==> src/rtl/bcd_exc_3_pkg.sv <==
// Shared constants and digit type for the BCD to Excess-3 button/LED block.
// Optional debounce is selected with the BCD_EXC_3_DEBOUNCE_EN macro.
package bcd_exc_3_pkg;

  typedef logic [3:0] digit_t;

  localparam digit_t EXC3_OFFSET = 4'd3;
  localparam digit_t BCD_MAX     = 4'd9;
  localparam digit_t INVALID_LED = 4'b0000;

  function automatic logic is_bcd(input digit_t d);
    return (d <= BCD_MAX);
  endfunction

endpackage

==> src/rtl/bcd_exc_3_cond.sv <==
// Input conditioning: SYNC_STAGES-deep synchronizer, plus a stability filter
// when BCD_EXC_3_DEBOUNCE_EN is defined.
module bcd_exc_3_cond
  import bcd_exc_3_pkg::*;
#(
  parameter int SYNC_STAGES     = 2,
  parameter int DEBOUNCE_CYCLES = 4
) (
  input  logic   clk,
  input  logic   rst_n,
  input  digit_t raw,
  output digit_t cond
);

  if (SYNC_STAGES < 2 || SYNC_STAGES > 4 ||
      DEBOUNCE_CYCLES < 1 || DEBOUNCE_CYCLES > 65535) begin : g_bad_params
    $error("bcd_exc_3_cond: parameter out of range");
  end

  digit_t sync_q [SYNC_STAGES];
  digit_t sync;

  always_ff @(posedge clk or negedge rst_n) begin
    if (!rst_n) begin
      for (int i = 0; i < SYNC_STAGES; i++) sync_q[i] <= '0;
    end else begin
      sync_q[0] <= raw;
      for (int i = 1; i < SYNC_STAGES; i++) sync_q[i] <= sync_q[i-1];
    end
  end

  assign sync = sync_q[SYNC_STAGES-1];

`ifdef BCD_EXC_3_DEBOUNCE_EN
  localparam logic [16:0] DB_TARGET = 17'(DEBOUNCE_CYCLES);

  digit_t      filt;
  digit_t      prev;
  logic [15:0] cnt;
  logic [16:0] next_cnt;

  // A run of identical samples extends the count; any change restarts at 1.
  always_comb begin
    next_cnt = 17'd1;
    if (cnt != '0 && sync == prev) next_cnt = {1'b0, cnt} + 17'd1;
  end

  always_ff @(posedge clk or negedge rst_n) begin
    if (!rst_n) begin
      filt <= '0;
      prev <= '0;
      cnt  <= '0;
    end else begin
      prev <= sync;
      if (sync == filt) begin
        cnt <= '0;
      end else if (next_cnt == DB_TARGET) begin
        filt <= sync;
        cnt  <= '0;
      end else begin
        cnt <= next_cnt[15:0];
      end
    end
  end

  assign cond = filt;
`else
  assign cond = sync;
`endif

endmodule

==> src/rtl/bcd_exc_3.sv <==
// BCD button digit to registered Excess-3 LED code with invalid-digit flag.
// Build with BCD_EXC_3_DEBOUNCE_EN to insert the debounce filter.
module bcd_exc_3
  import bcd_exc_3_pkg::*;
#(
  parameter int SYNC_STAGES     = 2,
  parameter int DEBOUNCE_CYCLES = 4
) (
  input  logic       clk,
  input  logic       rst_n,
  input  logic [3:0] BTN,
  output logic [3:0] LED,
  output logic       ERR
);

  digit_t d;

  bcd_exc_3_cond #(
    .SYNC_STAGES    (SYNC_STAGES),
    .DEBOUNCE_CYCLES(DEBOUNCE_CYCLES)
  ) u_cond (
    .clk  (clk),
    .rst_n(rst_n),
    .raw  (BTN),
    .cond (d)
  );

  always_ff @(posedge clk or negedge rst_n) begin
    if (!rst_n) begin
      LED <= '0;
      ERR <= 1'b0;
    end else if (is_bcd(d)) begin
      LED <= d + EXC3_OFFSET;
      ERR <= 1'b0;
    end else begin
      LED <= INVALID_LED;
      ERR <= 1'b1;
    end
  end

endmodule

==> config.mk <==
export PLATFORM = sky130hd
export DESIGN_NAME = bcd_exc_3
export DESIGN_NICKNAME = d
export VERILOG_FILES = /design/src/rtl/bcd_exc_3_pkg.sv /design/src/rtl/bcd_exc_3_cond.sv /design/src/rtl/bcd_exc_3.sv
export SDC_FILE = /design/constraint.sdc
export NUM_CORES = 1
export LEC_CHECK = 0
export CAP_MARGIN = 10
export CORE_AREA = 2 2 39 41
export CTS_CLUSTER_DIAMETER = 100
export CTS_CLUSTER_SIZE = 8
export DETAILED_ROUTE_END_ITERATION = 10
export DIE_AREA = 0 0 41 43
export HOLD_SLACK_MARGIN = 0.06
export SLEW_MARGIN = 20
export SYNTH_ARGS = -nofsm -noshare
export SYNTH_HDL_FRONTEND = slang
export SYNTH_SLANG_ARGS = --single-unit
==> constraint.sdc <==
create_clock -name clk -period 1.3 [get_ports clk]
set_input_delay 0.26 -clock clk [delete_from_list [all_inputs] [get_ports clk]]
set_output_delay 0.26 -clock clk [all_outputs]
set_load 0.1 [all_outputs]
---- Word-level counts from Yosys, hierarchy flattened ----
Cells that the tools add are included.
word-level totals
  bits in registers ....................... 13
  input bits .............................. 6
  logic and storage cells ................. 8
  bits in read-only memories .............. 0
  output and inout bits ................... 5
  RAM bits ................................ 0
  bits in latches ......................... 0
  memories ................................ 0
cells by class
  add/sub/neg operators ................... 1
  shifts and indexed selects .............. 0
  muxes and demuxes ....................... 2
  equality and inequality tests ........... 0
  multiply operators ...................... 0
  reductions and logical operators ........ 0
  $lt $le $gt $ge ......................... 1
  divide/modulo/power cells ............... 0
  bitwise gates (word level) .............. 0
operators by type and width
  cell                 count
  $add 4x2->4 const B  1
  $le 4x4->1 const B   1
  $mux 4               1
  $mux 1               1

---- Logic depth before layout (Yosys ltp) ----
  depth in word-level cells ............... 2
  depth in mapped cells ................... 4
  gate-level depth less buffers ........... 4

---- Modules after synthesis ----
From an unflattened synthesis, not the netlist that was laid out.
second synthesis, totals
  cells, all modules ...................... 30
  area total of the unflattened synthesis .. 464.2 um^2
modules (own cells, without submodules)
  module          area an instance (um^2)  seq. area each (um^2)  cells each  instances
  bcd_exc_3       234.0                    125.1                  18          1
  bcd_exc_3_cond  230.2                    200.2                  12          1

---- Worst setup path before layout ----
Ideal clock, no wire load.
  path kind ............................... flip-flop to output port
  start ................................... register ERR
  end ..................................... output port ERR
  setup slack ............................. 0.157 ns
  stages on the path, launching flop included .. 1
  path buffers ............................ 0
  required time ........................... 1.040 ns
  data arrival time ....................... 0.883 ns
  cell sequence ........................... dfrtp_1
RTL lines
  item                    line             source
  from (decl)             bcd_exc_3.sv:13  output logic ERR
  from (signal assigned)  bcd_exc_3.sv:31  ERR <= 1'b0;
  from (signal assigned)  bcd_exc_3.sv:34  ERR <= 1'b0;
  from (signal assigned)  bcd_exc_3.sv:37  ERR <= 1'b1;
No word-level cell between the ends.

---- Worst setup path in the final report ----
  start ................................... register LED[2]
  end ..................................... output port LED[2]
RTL lines
  item                    line             source
  from (decl)             bcd_exc_3.sv:12  output logic [3:0] LED,
  from (signal assigned)  bcd_exc_3.sv:33  LED <= d + EXC3_OFFSET;
No word-level cell between the ends.

==> results.ini <==
[pwr]
p_leak_nw=0.291
power_frac_seq=0.508
p_sw_mw=0.255
p_sw_frac=0.290
power_density_mw_per_mm2=1380
intPower_mw=0.625
combinationalPowerShare=0.223
clkPwrFrac=0.268
irDropWorstVdd_uv=666

[finish]
diodes=0
drive_above_1_share=0.268
stdcell_area_um2=638
area_delta_synth_final_pct=47.0
nets=50

[timing]
timing.final.crit_share=0.849
rsz0062_at_grt=false
clock.fmax_ghz=0.906
final_max_slew_viol_count=0
setup_viol=0
layout_min_cycle_time_ns=1.10
hold_slack_ns=0.293
fin_tns_setup_ns=0
worst-slew-pin-transition_ns=0.191
hold_viol=0
slew_headroom=0.873
skew_ns=0.00140

[synthesis]
ys_seq_elements=13
synth_edf_count=0
synth_cells=26
synth_commonest_cells=dfrtp_1, a21oi_1, ha_1, inv_1
synth_top_flop_cell=dfrtp_1
synthTopCellsByArea=dfrtp_1, ha_1, o21bai_4
yosysWarnings=0
syn_area_um2=434
synth_largest_area_cell=dfrtp_1
syn_avg_cell_area_um2=16.7
synth_most_common_cell=dfrtp_1
syn_nets=34
synth.distinct_cells=11
synth_top_area_frac=0.749
synth_seq_area_share=0.749
synth-async-reset-ratio=1.00

[grt]
grt-ovfl-total=0
grt_use_total=0.0973
met2_usage=0.156
grt_max_degree=14
grt_first_pass_wirelength_mm=1.11
grt_pass1_vias=279
met3_usage=0.0314
met1_usage=0.103
antenna_found_initial=0
busiest_layer=met2

[outcome]
status=finished clean

[placed_design]
numPortBuffers=10
post_dp_cell_area_um2=612
gp_congestion=0.666

[worst_setup_path]
crit_slowest_cell=dfrtp_1
setup.worst_path.start_class=flop
setup.worst_path.class=flop to primary output
critPathMaxFanout=1
crit_buf_inv=1
cp_cell_sequence=buf_12
r2r-end=LED[1]
max_stage_delay_ns=0.40
cp-end-kind=primary output
rrSetupSlack_ns=0.20
cp_top_family=flip-flops
required_ns=1.04
r2r_start=u_cond.cond[0]
worst_ep_arrival_time_ns=0.84
ff2ff_path_depth=4

[routing]
via_per_inst=4.32
via_count=246
wl_um=561
dr.first_iter.drc_count=0
wl_per_cell_um=9.84
drc=0
dr.pass1.iters=1
antenna_left=0

[clock_network]
clock_latency_ns=0.27
clock-sinks=13
clk_path_buf_depth=2
cts_setup_buffers=0
htree_levels=1
cts-root-buf=clkbuf_4
clkTransAtPathRegs_ns=0.07
cts_tree=done
cts_hold_buf=0
post_cts_resized=0
cts-buffers-inserted=3

[floorplanning]
ios=11
initial_utilization=0.314
rows=14
die_h_um=43
fp.coreArea_mm2=0.00138
dieWidth_um=41
fp.dieArea_mm2=0.00176

[job]
drv_cap=0

[worst_hold_path]
hold_path.class=input port to asynchronous set/reset pin

metrics by stage:
stage | power (mW) | worst slack [ns] | util | instances
final | 0.880 | 0.197 | 0.461 | 57
after global routing | 0.924 | 0.0997 | 0.461 | 57
after CTS | 0.892 | 0.184 | 0.461 | 57
after detailed placement | 0.654 | 0.200 | 0.442 | 53
after global placement | 0.651 | 0.257 | 0.442 | 53
after floorplan | 0.562 | 0.157 | - | 26
sequential cells by signal (all words and copies together), names as in the netlist:
name and count:
u_cond.cond 4, u_cond.sync_q 4, LED 4, ERR 1
cells in the final DEF (no fill, tap or decap), types with 2 or more instances in the layout:
cell / instances
ha_1: 2
a21oi_1: 2
clkdlybuf4s50_1: 5
dfrtp_1: 13
buf_12: 5
clkbuf_4: 3
inv_1: 2
power by group through the flow:
stage	Combinational (mW)	Clock, mW	Sequential [mW]
6_report	0.196	0.236	0.447
5_1_grt	0.207	0.267	0.450
4_1_cts	0.199	0.245	0.447
3_5_place_dp	0.199	0	0.456
3_3_place_gp	0.197	0	0.454
2_1_floorplan	0.0239	0	0.538
layer usage:
metal,part of all wire,vias up,routed length (µm)
met5,0,-,0
met4,0.021,0,12
met3,0.089,2,50
met2,0.52,13,291
met1,0.37,115,206
li1,-,116,-
worst max path at each step:
stage / depth (start not counted) / from / to
2_1_floorplan: 0 / ERR / ERR
4_1_cts: 4 / u_cond.cond[0] / LED[1]
3_3_place_gp: 4 / u_cond.cond[0] / ERR
3_5_place_dp: 4 / u_cond.cond[0] / LED[1]
5_1_grt: 4 / u_cond.cond[0] / LED[0]
6_report: 1 / LED[2] / LED[2]
area by class of cell:
cell class | count | area [µm²]
fill | 118 | 746
sequential | 13 | 325
timing repair buffer | 11 | 158
multi-input combinational | 11 | 101
clock buffer | 4 | 26.3
tap | 16 | 20.0
inverter | 2 | 7.51
cell families after synthesis:
family                   Yosys count  share of synthesized area
AO/OA/AOI/OAI                      5                      0.107
adder cells (fa/ha/maj)            2                     0.0576
flip-flops                        13                      0.749
AND/OR/NAND/NOR                    3                     0.0461
multiplexers                       1                     0.0231
buffers and inverters              2                     0.0173
Note: power is estimated with default switching activity, not from simulation.
